## src/rtl/gain_ramp_pkg.sv

```systemverilog
// Shared types and constants for the gain slew ramp.
package gain_ramp_pkg;

  // Default widths for the gain datapath (matches the scaler's gain input).
  localparam int GAIN_DATA_WIDTH_DEFAULT = 32;
  localparam int GAIN_DATA_Q_DEFAULT     = 16;

  // Unity gain in Q16.
  localparam logic [31:0] GAIN_UNITY_Q16 = 32'h0001_0000;

  // Ramp direction state.
  typedef enum logic [1:0] {
    HOLD = 2'd0,
    UP   = 2'd1,
    DOWN = 2'd2
  } ramp_state_t;

  // Direction a ramp should take given the sign of (target - current).
  function automatic ramp_state_t dir_to_state(input logic diff_pos, input logic diff_neg);
    ramp_state_t s;
    s = HOLD;
    if (diff_pos) begin
      s = UP;
    end else if (diff_neg) begin
      s = DOWN;
    end
    return s;
  endfunction

endpackage

```

## src/rtl/ramp_tick_gen.sv

```systemverilog
// Update-interval counter: fires a one-cycle tick every prescale+1 run cycles.
module ramp_tick_gen #(
  parameter int PRESCALE_WIDTH = 16
) (
  input  logic                      a_clk,
  input  logic                      a_resetn,
  input  logic                      clear,
  input  logic                      run,
  input  logic [PRESCALE_WIDTH-1:0] prescale,
  output logic                      tick
);

  logic [PRESCALE_WIDTH-1:0] count;

  assign tick = run && (count == prescale);

  // Count while running, wrap to zero on each tick; clear forces zero.
  always_ff @(posedge a_clk or negedge a_resetn) begin
    if (!a_resetn) begin
      count <= '0;
    end else if (clear) begin
      count <= '0;
    end else if (run) begin
      if (tick) begin
        count <= '0;
      end else begin
        count <= count + 1'b1;
      end
    end
  end

endmodule

```

## src/rtl/gain_slew_ramp.sv

```systemverilog
// Slews the scaler gain linearly toward a programmed (or muted) target,
// stepping by a programmable amount at a programmable update rate.
module gain_slew_ramp
  import gain_ramp_pkg::*;
#(
  parameter int GAIN_DATA_WIDTH = GAIN_DATA_WIDTH_DEFAULT,
  parameter int GAIN_DATA_Q     = GAIN_DATA_Q_DEFAULT,
  parameter int STEP_WIDTH      = 32,
  parameter int PRESCALE_WIDTH  = 16
) (
  input  logic                       a_clk,
  input  logic                       a_resetn,
  input  logic [GAIN_DATA_WIDTH-1:0] target_gain,
  input  logic [STEP_WIDTH-1:0]      step,
  input  logic [PRESCALE_WIDTH-1:0]  prescale,
  input  logic                       enable,
  input  logic                       mute,
  output logic [GAIN_DATA_WIDTH-1:0] gain_out,
  output logic                       ramping,
  output logic                       at_target
);

  localparam int GW    = GAIN_DATA_WIDTH;
  localparam int CMP_W = (STEP_WIDTH > GW + 1) ? STEP_WIDTH : GW + 1;

  // The fractional position only matters to the scaler; it must fit the word.
  if (GAIN_DATA_Q >= GAIN_DATA_WIDTH) begin : g_bad_q
    $error("GAIN_DATA_Q must be smaller than GAIN_DATA_WIDTH");
  end

  ramp_state_t      state;
  ramp_state_t      next_state;
  logic [GW-1:0]    eff;
  logic [GW:0]      diff;
  logic [GW:0]      diff_mag;
  logic             diff_pos;
  logic             diff_neg;
  logic [CMP_W-1:0] mag_ext;
  logic [CMP_W-1:0] step_ext;
  logic [GW-1:0]    gain_step;
  logic [GW-1:0]    gain_next;
  logic             ramping_next;
  logic             at_target_next;
  logic             step_zero;
  logic             clamp;
  logic             tick;
  logic             tick_clear;
  logic             tick_run;

  // Effective target and the one-bit-wider signed distance to it, so the
  // extremes (0x7FFF_FFFF -> 0x8000_0000) cannot overflow.
  assign eff       = mute ? '0 : target_gain;
  assign diff      = {eff[GW-1], eff} - {gain_out[GW-1], gain_out};
  assign diff_neg  = diff[GW];
  assign diff_pos  = !diff[GW] && (diff != '0);
  assign diff_mag  = diff_neg ? (~diff + 1'b1) : diff;
  assign mag_ext   = CMP_W'(diff_mag);
  assign step_ext  = CMP_W'(step);
  assign clamp     = (mag_ext <= step_ext);
  assign step_zero = (step == '0);

  // Only reached when |diff| > step, so the result lies strictly between
  // gain_out and eff and the truncated arithmetic cannot wrap.
  assign gain_step = diff_neg ? (gain_out - step_ext[GW-1:0])
                              : (gain_out + step_ext[GW-1:0]);

  assign tick_clear = enable && (state == HOLD);
  assign tick_run   = enable && (state != HOLD);

  ramp_tick_gen #(
    .PRESCALE_WIDTH(PRESCALE_WIDTH)
  ) u_tick_gen (
    .a_clk    (a_clk),
    .a_resetn (a_resetn),
    .clear    (tick_clear),
    .run      (tick_run),
    .prescale (prescale),
    .tick     (tick)
  );

  // State register; frozen while disabled.
  always_ff @(posedge a_clk or negedge a_resetn) begin
    if (!a_resetn) begin
      state <= HOLD;
    end else if (enable) begin
      state <= next_state;
    end
  end

  // Next state: follow the sign of diff, drop to HOLD on a clamping tick or a jump.
  always_comb begin
    next_state = state;
    if (enable) begin
      if (step_zero) begin
        next_state = HOLD;
      end else begin
        case (state)
          HOLD:    next_state = dir_to_state(diff_pos, diff_neg);
          UP,
          DOWN:    next_state = (tick && clamp) ? HOLD : dir_to_state(diff_pos, diff_neg);
          default: next_state = HOLD;
        endcase
      end
    end
  end

  // Next output values: jump, clamp onto eff, or take one step toward it.
  always_comb begin
    gain_next = gain_out;
    if (enable) begin
      if (step_zero) begin
        gain_next = eff;
      end else if ((state != HOLD) && tick) begin
        gain_next = clamp ? eff : gain_step;
      end
    end
    ramping_next   = (next_state != HOLD);
    at_target_next = (gain_next == eff);
  end

  // Output registers, updated alongside the state.
  always_ff @(posedge a_clk or negedge a_resetn) begin
    if (!a_resetn) begin
      gain_out  <= '0;
      ramping   <= 1'b0;
      at_target <= 1'b0;
    end else if (enable) begin
      gain_out  <= gain_next;
      ramping   <= ramping_next;
      at_target <= at_target_next;
    end
  end

endmodule

```

## config.mk

```make
export PLATFORM = sky130hd
export DESIGN_NAME = gain_slew_ramp
export DESIGN_NICKNAME = d
export VERILOG_FILES = /design/src/rtl/gain_ramp_pkg.sv /design/src/rtl/ramp_tick_gen.sv /design/src/rtl/gain_slew_ramp.sv
export SDC_FILE = /design/constraint.sdc
export NUM_CORES = 1
export LEC_CHECK = 0
export BUFFER_PORTS_ARGS = -buffer_cell sky130_fd_sc_hd__buf_2
export CAP_MARGIN = 20
export CORE_UTILIZATION = 50
export DETAILED_ROUTE_END_ITERATION = 6
export GPL_TIMING_DRIVEN = 1
export PLACE_DENSITY = 0.76
export SLEW_MARGIN = 20
export SYNTH_ARGS = -nofsm -noshare
export SYNTH_HDL_FRONTEND = slang
export SYNTH_SLANG_ARGS = --single-unit
export TNS_END_PERCENT = 50
```

## constraint.sdc

```tcl
create_clock -name a_clk -period 20.9 [get_ports a_clk]
set_input_delay 0 -clock a_clk [delete_from_list [all_inputs] [get_ports a_clk]]
set_output_delay 0 -clock a_clk [all_outputs]
set_load 0.03 [all_outputs]
```

Word level (Yosys, flattened, before mapping)
Index checks and enable logic that the tools add are counted.

$lt $le $gt $ge: 1. $add $sub $neg: 5. Bitwise logic cells: 1. Muxes and demuxes: 16. Reduce and logical (&&, ||, !) cells: 14. Eq/ne operators: 4.

Operators by type and width (count): 32-bit two-way mux (6); 16-bit two-way mux (3); 33-bit by 1-bit adder with 33-bit output, second input constant (1); 33-bit by 32-bit <= comparator with 1-bit output (1); 33-bit two-way mux (1); 33-bit inverter (1); 33-bit nonzero test (1); 32-bit by 32-bit subtractor with 33-bit output (1); 32-bit adder (1); 32-bit equality test (1); 32-bit logical NOT (1); 32-bit subtractor (1); 16-bit by 1-bit adder with 16-bit output, second input constant (1); 16-bit equality test (1); 2-bit two-way mux (5); 1-bit logical AND (6); 2-bit nonzero test (3); 2-bit one-hot mux with 2 select lines (1); 2-bit by 1-bit equality test with 1-bit output, second input constant (1); 2-bit equality test, second input constant (1); 2-bit logical NOT (1); 2-bit OR reduction (1); 1-bit logical NOT (1).

Bits of input ports: 84. Logic and storage cells: 46. Bits in registers: 52. Output and inout bits: 34.

Longest topological paths before layout
Gate-level depths: netlist of run 1.

Depth after elaboration: 12. Depth in mapped cells: 35. Depth with buffers taken out: 31.

Hierarchy
From an unflattened synthesis of run 1, not the netlist that was laid out.

Cell total of the unflattened synthesis: 1417. Area, all modules: 10294.9 µm².

Modules (own cells, without submodules): gain_slew_ramp (area an instance 9207.6 µm², times used 1, cells each 1295, sequential area each 900.9 µm²); ramp_tick_gen (area an instance 1087.3 µm², times used 1, cells each 122, sequential area each 400.4 µm²).

Least setup slack after synthesis of run 1
Ideal clock, no wire load.

Kind: input to register. Start point: input port mute. End point: register at_target. Setup time: 78 ps. Arrival: 7681 ps. Stages: 34. Required time: 20822 ps. Setup slack: 13141 ps. Cells stage by stage: buf_4 -> clkbuf_1 -> clkbuf_1 -> nand2b_1 -> ha_1 -> inv_1 -> fa_1 -> nand2b_1 -> nor2_1 -> o311ai_1 -> a21oi_1 -> or3_1 -> and3_1 -> or4b_4 -> or4b_2 -> o21ai_0 -> xnor2_1 -> ha_1 -> a21o_1 -> a21o_1 -> a211o_1 -> a21o_1 -> a211oi_1 -> a211o_1 -> a21oi_1 -> nand2b_1 -> a41o_2 -> and2_1 -> buf_2 -> a31oi_1 -> mux2_1 -> o31a_1 -> or4_1 -> o2bb2ai_1.

Longest elaborated chain between the ends: 11. Elaborated cells on any way between the ends: 12. Those cells by class: 2 x add/sub; 1 x order compare; 1 x eq/ne; 7 x mux; 1 x bitwise.

RTL lines: start, declared (line gain_slew_ramp.sv:17) `input logic mute,`; 32-bit two-way mux (*) (line gain_slew_ramp.sv:52) `assign eff = mute ? '0 : target_gain;`; 32-bit by 32-bit subtractor with 33-bit output (line gain_slew_ramp.sv:53) `assign diff = {eff[GW-1], eff} - {gain_out[GW-1], gain_out};`; 33-bit inverter (line gain_slew_ramp.sv:56) `assign diff_mag = diff_neg ? (~diff + 1'b1) : diff;`; 33-bit by 1-bit adder with 33-bit output (line gain_slew_ramp.sv:56); 33-bit two-way mux (line gain_slew_ramp.sv:56); 33-bit by 32-bit <= comparator with 1-bit output (line gain_slew_ramp.sv:59) `assign clamp = (mag_ext <= step_ext);`; 32-bit two-way mux (line gain_slew_ramp.sv:114) `gain_next = clamp ? eff : gain_step;`; 32-bit two-way mux (line gain_slew_ramp.sv:113) `end else if ((state != HOLD) && tick) begin`; 32-bit two-way mux (line gain_slew_ramp.sv:111) `if (step_zero) begin`; 32-bit two-way mux (line gain_slew_ramp.sv:110) `if (enable) begin`; 32-bit equality test (*) (line gain_slew_ramp.sv:118) `at_target_next = (gain_next == eff);`; end signal, assigned (line gain_slew_ramp.sv:130) `at_target <= at_target_next;`; end, declared (line gain_slew_ramp.sv:20) `output logic at_target`.

Every way passes the cells marked *; elsewhere a longest branch is shown, timed or not. A chain may end at the register's enable or synchronous reset.

Worst setup path after layout of run 1
Start point: register gain_out[0]. End point: register at_target.

Longest elaborated chain between the ends: 10. Elaborated cells on any way between the ends: 13. Those cells by class: 4 x add/sub; 1 x order compare; 1 x eq/ne; 6 x mux; 1 x bitwise.

RTL lines: start, declared (line gain_slew_ramp.sv:18) `output logic [GAIN_DATA_WIDTH-1:0] gain_out,`; start signal, assigned (line gain_slew_ramp.sv:128) `gain_out <= gain_next;`; 32-bit by 32-bit subtractor with 33-bit output (line gain_slew_ramp.sv:53); 33-bit inverter (line gain_slew_ramp.sv:56); 33-bit by 1-bit adder with 33-bit output (line gain_slew_ramp.sv:56); 33-bit two-way mux (line gain_slew_ramp.sv:56); 33-bit by 32-bit <= comparator with 1-bit output (line gain_slew_ramp.sv:59); 32-bit two-way mux (line gain_slew_ramp.sv:114); 32-bit two-way mux (line gain_slew_ramp.sv:113); 32-bit two-way mux (line gain_slew_ramp.sv:111); 32-bit two-way mux (*) (line gain_slew_ramp.sv:110); 32-bit equality test (*) (line gain_slew_ramp.sv:118).

Marked as above.

==> impl_metrics.tcl, run 1 <==
set metrics [dict create \
    synth_edf_count 0 \
    antennaDiodeCount 0 \
    wl_met3_um 4110 \
    overflow 0 \
    cpMaxStageDelayCell "or4b_2" \
    hp-class "in -> reg" \
    finClkSkew_ns 0.00831 \
    row_count 51 \
    grt_pass1_vias 10500 \
    die-area_mm2 0.0209 \
    drt_iter0_markers 1279 \
    slowest_delay_ns 0.66 \
    switchingPower_mw 0.380 \
    avgSynthCellArea_um2 7.22 \
    ys_top_cells_by_area "dfrtp_1 13%, ha_1 12%, xnor2_1 8.0%" \
    cts_sinks 52 \
    fp.dieW_um 145 \
    worst_slack_ns 11.86 \
    powerDensity_mw_per_mm2 66.0 \
    layoutNonFillerInstCount 1747 \
    regArea_mm2 0.00130 \
    antenna_found_initial 0 \
    seqPwrFrac_pct 17.5 \
    cts-resized-gates 0 \
    synth_nets 1592 \
    worst_ep_required_time_ns 21.14 \
    vias 11400 \
    drive_gt1_share_pct 11.8 \
    drv_slew 0 \
    power_mw 0.729 \
    hpwl_um 32400 \
    clk_pin_slew_ns 0.08 \
    vias_per_cell 6.55 \
    htreeDepth 2 \
    power.internal_mw 0.349 \
    yosysUniqueCellTypes 92 \
    tightest_slew_ns 0.773 \
    start_util_pct 51.6 \
    area_growth_pct 8.67 \
    clkLatencyLatePin_ns 0.31 \
    gp_congestion 1.05 \
    async_flop_share_pct 100 \
    fillers 1888 \
    hold_viol 0 \
    yosysMostFrequentCell "o21ai_0" \
    setup_tns_ns 0 \
    coreArea_mm2 0.0197 \
    status "complete, no violations" \
    rsz0062_at_grt "false" \
    root_buffer "clkbuf_16" \
    post_cts_buffers 0 \
    critPathMaxFanout 16 \
    multi_input_comb_area_mm2 0.00820 \
    fin_crit_sh_pct 43.3 \
    portBuffers 117 \
    drc 0 \
    cp-start-kind "flop" \
    ys_ff_latch 52 \
    grt_max_degree 53 \
    pwr-share-comb_pct 70.4 \
    die_y_um 145 \
    routed_wl_um 39900 \
    p_clk_share_pct 12.1 \
    routed.top_layer "met4" \
    path_buf_inv 2 \
    cts_hold_buf 1 \
    path_class "reg -> reg" \
    worst_ir_drop_vdd_mv 0.0476 \
    crit_path_end_kind "flop" \
    syn_inst 1409 \
    grt_pass1_wl_um 59600 \
    first_pass_iters 6 \
    pre_cts_slack_ns 11.84 \
    synth.top_cells.by_count "114 x o21ai_0, 107 x inv_1, 100 x a21oi_1, 100 x nand2_1, 97 x ha_1" \
    max_cap_viol_count 0 \
    synth_area_mm2 0.0102 \
    cts_buffers 5 \
    slew_headroom_pct 48.3 \
    seq_area_frac_synth_pct 12.8 \
    switching_share_pct 52.2 \
    route.met2.wl_um 16600 \
    final_nets 1664 \
    synthFlopType "dfrtp_1" \
    drtAntennaViolNets 0 \
    layout_min_cycle_time_ns 9.04 \
    netlist.area_leader.share_pct 12.8 \
    p_leak_nw 4.99 \
    cts_tree "yes" \
    drt-met1-wl_um 16700 \
    ys.warnings.count 0 \
    final-setup-viol-count 0 \
    cp.arrival_ns 9.28 \
    wl_per_cell_um 22.8 \
    crit_family "simple AND/OR/NAND/NOR gates" \
    cts_buffer_depth 2 \
    io-pin-count 118 \
    synth_largest_area_cell "dfrtp_1" \
    fmax_mhz 111 \
    dp_cells 1738 \
    grtUsageTotal_pct 38.3 \
]
-- path summary, 6_finish.rpt --
check	startpoint	endpoint	slack, ns	cells after the start
max in group asynchronous	a_resetn	gain_out[31]	20.05	3
max reg2reg	gain_out[0]	at_target	11.86	29
min in group asynchronous	a_resetn	ramping	0.36	3
min	target_gain[9]	gain_out[9]	0.14	4
max	gain_out[0]	at_target	11.86	29
min reg2reg	ramping	ramping	0.48	1
-- layout make-up --
type | count | area share (%)
multi-input cells | 1187 | 74.2
flip-flops and latches | 52 | 11.8
repair buffers | 128 | 6.07
inverters | 107 | 3.63
well taps | 265 | 3.00
clock buffers | 5 | 1.13
clock inverters | 3 | 0.192
-- through the flow --
| step | area (um^2) | util (%) | hold slack (ns) |
|---|---|---|---|
| 2_1_floorplan | 10200 | - | -0.296 |
| 3_3_place_gp | 10900 | 55.3 | 0.179 |
| 3_5_place_dp | 10900 | 55.3 | 0.183 |
| 4_1_cts | 11100 | 56.0 | 0.133 |
| 5_1_grt | 11100 | 56.0 | 0.191 |
| 6_report | 11100 | 56.0 | 0.139 |
-- power by group through the flow --
stage	registers, mW	logic (mW)	clock network, mW
2_1_floorplan	0.140	0.348	0
5_1_grt	0.129	0.559	0.0917
4_1_cts	0.127	0.500	0.0875
3_3_place_gp	0.128	0.491	0
6_report	0.128	0.514	0.0880
3_5_place_dp	0.129	0.497	0
-- cells in the final DEF (no fill, tap or decap), types with 16 or more instances in the layout --
cell type and n:
buf_2 117, o21ai_0 114, inv_1 107, a21oi_1 100, nand2_1 100, ha_1 97
nor2_1 93, xnor2_1 93, dfrtp_1 52, nand3_1 39, xor2_1 37, a21o_1 36
nand2b_1 34, nor3_1 26, nand4_1 25, nor2b_1 24, and3_1 22, or3_1 20
a31oi_1 20, o211ai_1 19, a211oi_1 19, o31ai_1 19, o22ai_1 16
-- cells by family (layout without fill, tap and decap cells) --
family / after synthesis / in the layout / synth area share (%)
flip-flops: 52 / 52 / 12.8
multiplexers: 14 / 14 / 1.43
AO/OA/AOI/OAI: 469 / 469 / 30.4
AND/OR/NAND/NOR: 474 / 474 / 25.0
buffers and inverters: 170 / 243 / 6.73
adder cells (fa/ha/maj): 99 / 99 / 12.3
XOR/XNOR: 131 / 131 / 11.4
-- worst reg2reg max path, delay by kind of cell (launching register included) --
kind	cells	cell delay (ns)
adder cells (fa/ha/maj)	3	0.97
XOR/XNOR	1	0.12
AO/OA/AOI/OAI	12	3.07
flip-flops	1	0.60
multiplexers	1	0.34
AND/OR/NAND/NOR	10	3.54
buffers and inverters	2	0.35
-- layer usage --
metal  GRT usage, %  up-vias
met5              0        -
met4           21.7        0
met3           7.32      113
met2           58.1      654
met1           50.6     5334
li1               -     5338
-- sequential cells by signal, indices dropped and copies added (netlist names) --
register          flops
at_target             1
gain_out             32
ramping               1
state                 2
u_tick_gen.count     16
No activity file was read; power rests on OpenSTA's default activity.
==> run 2: changes to the inputs <==
- clock period: 20.9 -> 8.6 ns (I/O delays scaled with it)
==> impl_metrics.tcl, run 2 (synthesis results as in run 1) <==
set metrics [dict create \
    grt_max_degree 53 \
    routed_wl_um 39500 \
    worst_slack_ns 0.421 \
    pre_cts_slack_ns 0.471 \
    die-area_mm2 0.0209 \
    io-pin-count 118 \
    wl_per_cell_um 22.5 \
    vias 11600 \
    seqPwrFrac_pct 17.3 \
    overflow 0 \
    worst_ep_required_time_ns 8.83 \
    worst_ir_drop_vdd_mv 0.151 \
    drt_iter0_markers 1415 \
    fmax_mhz 122 \
    final_nets 1675 \
    vias_per_cell 6.59 \
    cp.arrival_ns 8.41 \
    layout_min_cycle_time_ns 8.18 \
    grt_pass1_vias 10400 \
    root_buffer "clkbuf_16" \
    slew_headroom_pct 47.8 \
    drtAntennaViolNets 0 \
    status "finished, violations left" \
    area_growth_pct 9.55 \
    reg_top3 "gain_out x32, u_tick_gen.count x16, state x2" \
    htreeDepth 2 \
    grt_pass1_wl_um 59300 \
    violations "DRC" \
    pwr-share-comb_pct 70.3 \
    grtUsageTotal_pct 37.8 \
    top_register "gain_out" \
    multi_input_comb_area_mm2 0.00820 \
    die_y_um 145 \
    cts_tree "yes" \
    rsz0062_at_grt "false" \
    regArea_mm2 0.00130 \
    final_cell_mix "117 x buf_2, 114 x o21ai_0, 107 x inv_1" \
    finClkSkew_ns 0.0123 \
    drive_gt1_share_pct 12.5 \
    tightest_slew_ns 0.782 \
    hpwl_um 32000 \
    hp-class "in -> reg" \
    cts_buffer_depth 2 \
    antenna_found_initial 0 \
    cts-resized-gates 0 \
    cpMaxStageDelayCell "or4b_2" \
    switching_share_pct 51.6 \
    fp.dieW_um 145 \
    p_clk_share_pct 12.4 \
    cp-start-kind "flop" \
    switchingPower_mw 0.919 \
    drc 1 \
    fin_crit_sh_pct 95.1 \
    p_leak_nw 5.05 \
    critPathMaxFanout 12 \
    portBuffers 117 \
    setup_tns_ns 0 \
    path_class "reg -> reg" \
    first_pass_iters 7 \
    drv_slew 0 \
    start_util_pct 51.6 \
    slowest_delay_ns 0.67 \
    cts_sinks 52 \
    gp_congestion 1.01 \
    hold_viol 0 \
    antennaDiodeCount 0 \
    power.internal_mw 0.862 \
    powerDensity_mw_per_mm2 160 \
    coreArea_mm2 0.0197 \
    final-setup-viol-count 0 \
    layout_commonest_cell "buf_2" \
    cts_buffers 5 \
    largest_reg_flops 32 \
    fillers 1889 \
    max_cap_viol_count 0 \
    crit_path_end_kind "flop" \
    post_cts_buffers 0 \
    clkLatencyLatePin_ns 0.30 \
    row_count 51 \
    clk_pin_slew_ns 0.08 \
]
[run 2: cell types whose count changed in the layout (fill, tap and decap cells not counted)]
cell        previous run  this run
buf_4                 10        21
clkbuf_8               0         1
clkinvlp_4             1         0
[run 2: critical path, delay by kind of cell, from the launching register on]
kind,cells,cell delay (ns)
AOI/OAI and AO/OA,17,4.09
xor gates and xnor gates,1,0.15
adders and majority gates,2,0.56
buffers and inverters,1,0.15
DFF,1,0.41
muxes,1,0.36
and+or+nand+nor,6,2.38
[run 2: stage by stage]
stage | area (um^2) | power (mW) | hold WS [ns] | cells | utilization, %
global placement | 11000 | 1.51 | 0.184 | 1749 | 55.7
finish | 11100 | 1.78 | 0.167 | 1758 | 56.5
floorplan | 10200 | 1.19 | -0.296 | 1409 | -
detailed placement | 11000 | 1.52 | 0.191 | 1749 | 55.7
global route | 11100 | 1.90 | 0.183 | 1758 | 56.5
CTS | 11100 | 1.75 | 0.155 | 1758 | 56.5
[run 2: what timing repair did]
item | in CTS | in global routing
setup endpoints to repair | 0 | 0
endpoints found under the hold margin | 52 | 0
hold buffers | 1 | 0
[run 2: worst paths after layout]
path,start,endpoint,slack (ns),depth (start not counted)
min in group asynchronous,a_resetn,gain_out[20],0.39,3
max,gain_out[1],at_target,0.42,28
min reg2reg,ramping,ramping,0.48,1
max in group asynchronous,a_resetn,gain_out[6],7.73,3
min,target_gain[29],gain_out[29],0.17,4
max reg2reg,gain_out[1],at_target,0.42,28
[run 2: metal layers]
layer  global-route usage [%]  wire [um]  vias to the layer above
met3                     6.72       4400                      106
met5                        0          0                        -
li1                         -          -                     5385
met4                     18.1       2110                        0
met1                     50.7      16400                     5338
met2                     58.5      16500                      749
[run 2: area by class of cell]
type / instances / area share (%)
clock buffers: 6 / 1.25
clock inverters: 2 / 0.124
repair buffers: 139 / 6.76
inverters: 107 / 3.61
well taps: 265 / 2.98
multi-input cells: 1187 / 73.6
flip-flops and latches: 52 / 11.7
[run 2: power groups by stage]
stage	registers [mW]	clock network [mW]	logic, mW
floorplan	0.341	0	0.846
global placement	0.313	0	1.20
detailed placement	0.312	0	1.21
CTS	0.308	0.219	1.22
global route	0.313	0.230	1.36
finish	0.309	0.221	1.25
==> run 3: changes to the inputs <==
- PLACE_DENSITY: 0.76 -> 0.7
==> impl_metrics.tcl, run 3 (synthesis results as in run 1) <==
set metrics [dict create \
    status "complete, no violations" \
    hp-start "target_gain[29]" \
    portBuffers 117 \
    fmax_mhz 123 \
    cts_buffers 5 \
    reg_top3 "gain_out x32, u_tick_gen.count x16, state x2" \
    drive_gt1_share_pct 12.4 \
    cts_buffer_depth 2 \
    powerDensity_mw_per_mm2 162 \
    grt_pass1_vias 10400 \
    final_cell_mix "117 x buf_2, 114 x o21ai_0, 107 x inv_1" \
    finClkSkew_ns 0.0104 \
    hpwl_um 32200 \
    drc 0 \
    hp-class "in -> reg" \
    largest_reg_flops 32 \
    worst_ep_required_time_ns 8.84 \
    slowest_delay_ns 0.65 \
    layout_min_cycle_time_ns 8.16 \
    row_count 51 \
    layoutNonFillerInstCount 1758 \
    hold_viol 0 \
    vias 11500 \
    dp_cells 1748 \
    reg2reg_depth 30 \
    drv_slew 0 \
    die_y_um 145 \
    setup_tns_ns 0 \
    rsz0062_at_grt "false" \
    grtUsageTotal_pct 38.4 \
    whs_endpoint "gain_out[29]" \
    worst_r2r_startpoint "gain_out[0]" \
    fin_crit_sh_pct 94.9 \
    first_pass_iters 5 \
    p_leak_nw 5.05 \
    fp.dieW_um 145 \
    coreArea_mm2 0.0197 \
    cp-start-kind "flop" \
    cts_sinks 52 \
    crit_path_end_kind "flop" \
    cpMaxStageDelayCell "or4b_2" \
    final-setup-viol-count 0 \
    routed_wl_um 40100 \
    overflow 0 \
    antenna_found_initial 0 \
    area_growth_pct 9.81 \
    wl_per_cell_um 22.8 \
    drt_iter0_markers 1316 \
    clkLatencyLatePin_ns 0.31 \
    layout_commonest_cell "buf_2" \
    final_nets 1674 \
    vias_per_cell 6.54 \
    io-pin-count 118 \
    clk_pin_slew_ns 0.08 \
    top_register "gain_out" \
    grt_pass1_wl_um 59900 \
    tightest_slew_ns 0.805 \
    slew_headroom_pct 46.2 \
    cpMostUsedCell "a21o_1" \
    ff2ff_setup_slack_ns 0.44 \
    whs_path_depth 4 \
    die-area_mm2 0.0209 \
    start_util_pct 51.6 \
    htreeDepth 2 \
    worst_ir_drop_vdd_mv 0.135 \
    max_cap_viol_count 0 \
    cts_tree "yes" \
    cp.arrival_ns 8.40 \
    gp_congestion 0.994 \
    rr_endpoint "at_target" \
    drtAntennaViolNets 0 \
    root_buffer "clkbuf_16" \
    grt_max_degree 53 \
    critPathMaxFanout 12 \
    path_class "reg -> reg" \
]
run 3: cell count changes in the layout (fill, tap and decap cells not counted), sizes merged:
cell,change
bufinv,+1
buf,-1
clkinvlp,+1
clkbuf,-1
diode,+1
clkinv,-1
run 3: worst max-delay path by stage:
stage / from / endpoint
6_report: gain_out[0] / at_target
4_1_cts: gain_out[0] / at_target
3_5_place_dp: mute / at_target
3_3_place_gp: mute / at_target
2_1_floorplan: mute / at_target
5_1_grt: gain_out[0] / at_target
run 3: per-layer routing:
metal | wire [um] | part of all wire [%] | track usage, % | vias to the layer above
met5 | 0 | 0 | 0 | -
met3 | 4080 | 10 | 7.32 | 110
met2 | 16800 | 42 | 57.6 | 642
li1 | - | - | - | 5388
met4 | 2200 | 5.5 | 19.9 | 0
met1 | 17000 | 42 | 51.8 | 5351
run 3: worst max-delay path: cells and delay by family (launching register included):
family	cells	cell delay, ns
AOI/OAI and AO/OA	14	3.22
and+or+nand+nor	9	2.92
adders and majority gates	3	0.86
muxes	1	0.35
DFF	1	0.33
buffers and inverters	2	0.24
xor gates and xnor gates	1	0.16
run 3: final cells by class:
class / count / area [um^2]
Clock inverter: 3 / 46.3
Timing Repair Buffer: 138 / 758
Multi-Input combinational cell: 1187 / 8200
Clock buffer: 5 / 125
Inverter: 107 / 402
Tap cell: 265 / 332
Sequential cell: 52 / 1300
Antenna cell: 1 / 2.50
Fill cell: 1954 / 8550
run 3: what timing repair did:
item | CTS | global route
buffers inserted | 0 | 0
hold buffers | 1 | 0
hold endpoints to repair | 52 | 0
resized for setup | 0 | 0
setup endpoints to repair | 0 | 0
run 3: per-stage QoR:
stage / power (mW) / worst slack (ns) / area, um^2 / util [%] / hold slack (ns)
finish: 1.81 / 0.441 / 11200 / 56.6 / 0.134
global route: 1.93 / 0.0788 / 11200 / 56.6 / 0.142
global placement: 1.51 / 0.645 / 11000 / 55.7 / 0.179
CTS: 1.77 / 0.607 / 11200 / 56.6 / 0.134
detailed placement: 1.52 / 0.481 / 11000 / 55.7 / 0.190
floorplan: 1.19 / 0.841 / 10200 / - / -0.296
run 3: power breakdown:
group	internal [mW]	switching, mW	total (mW)	leakage (nW)
Combinational	0.472	0.776	1.25	4.32
Sequential	0.271	0.0424	0.313	0.651
Clock	0.139	0.111	0.250	0.0804
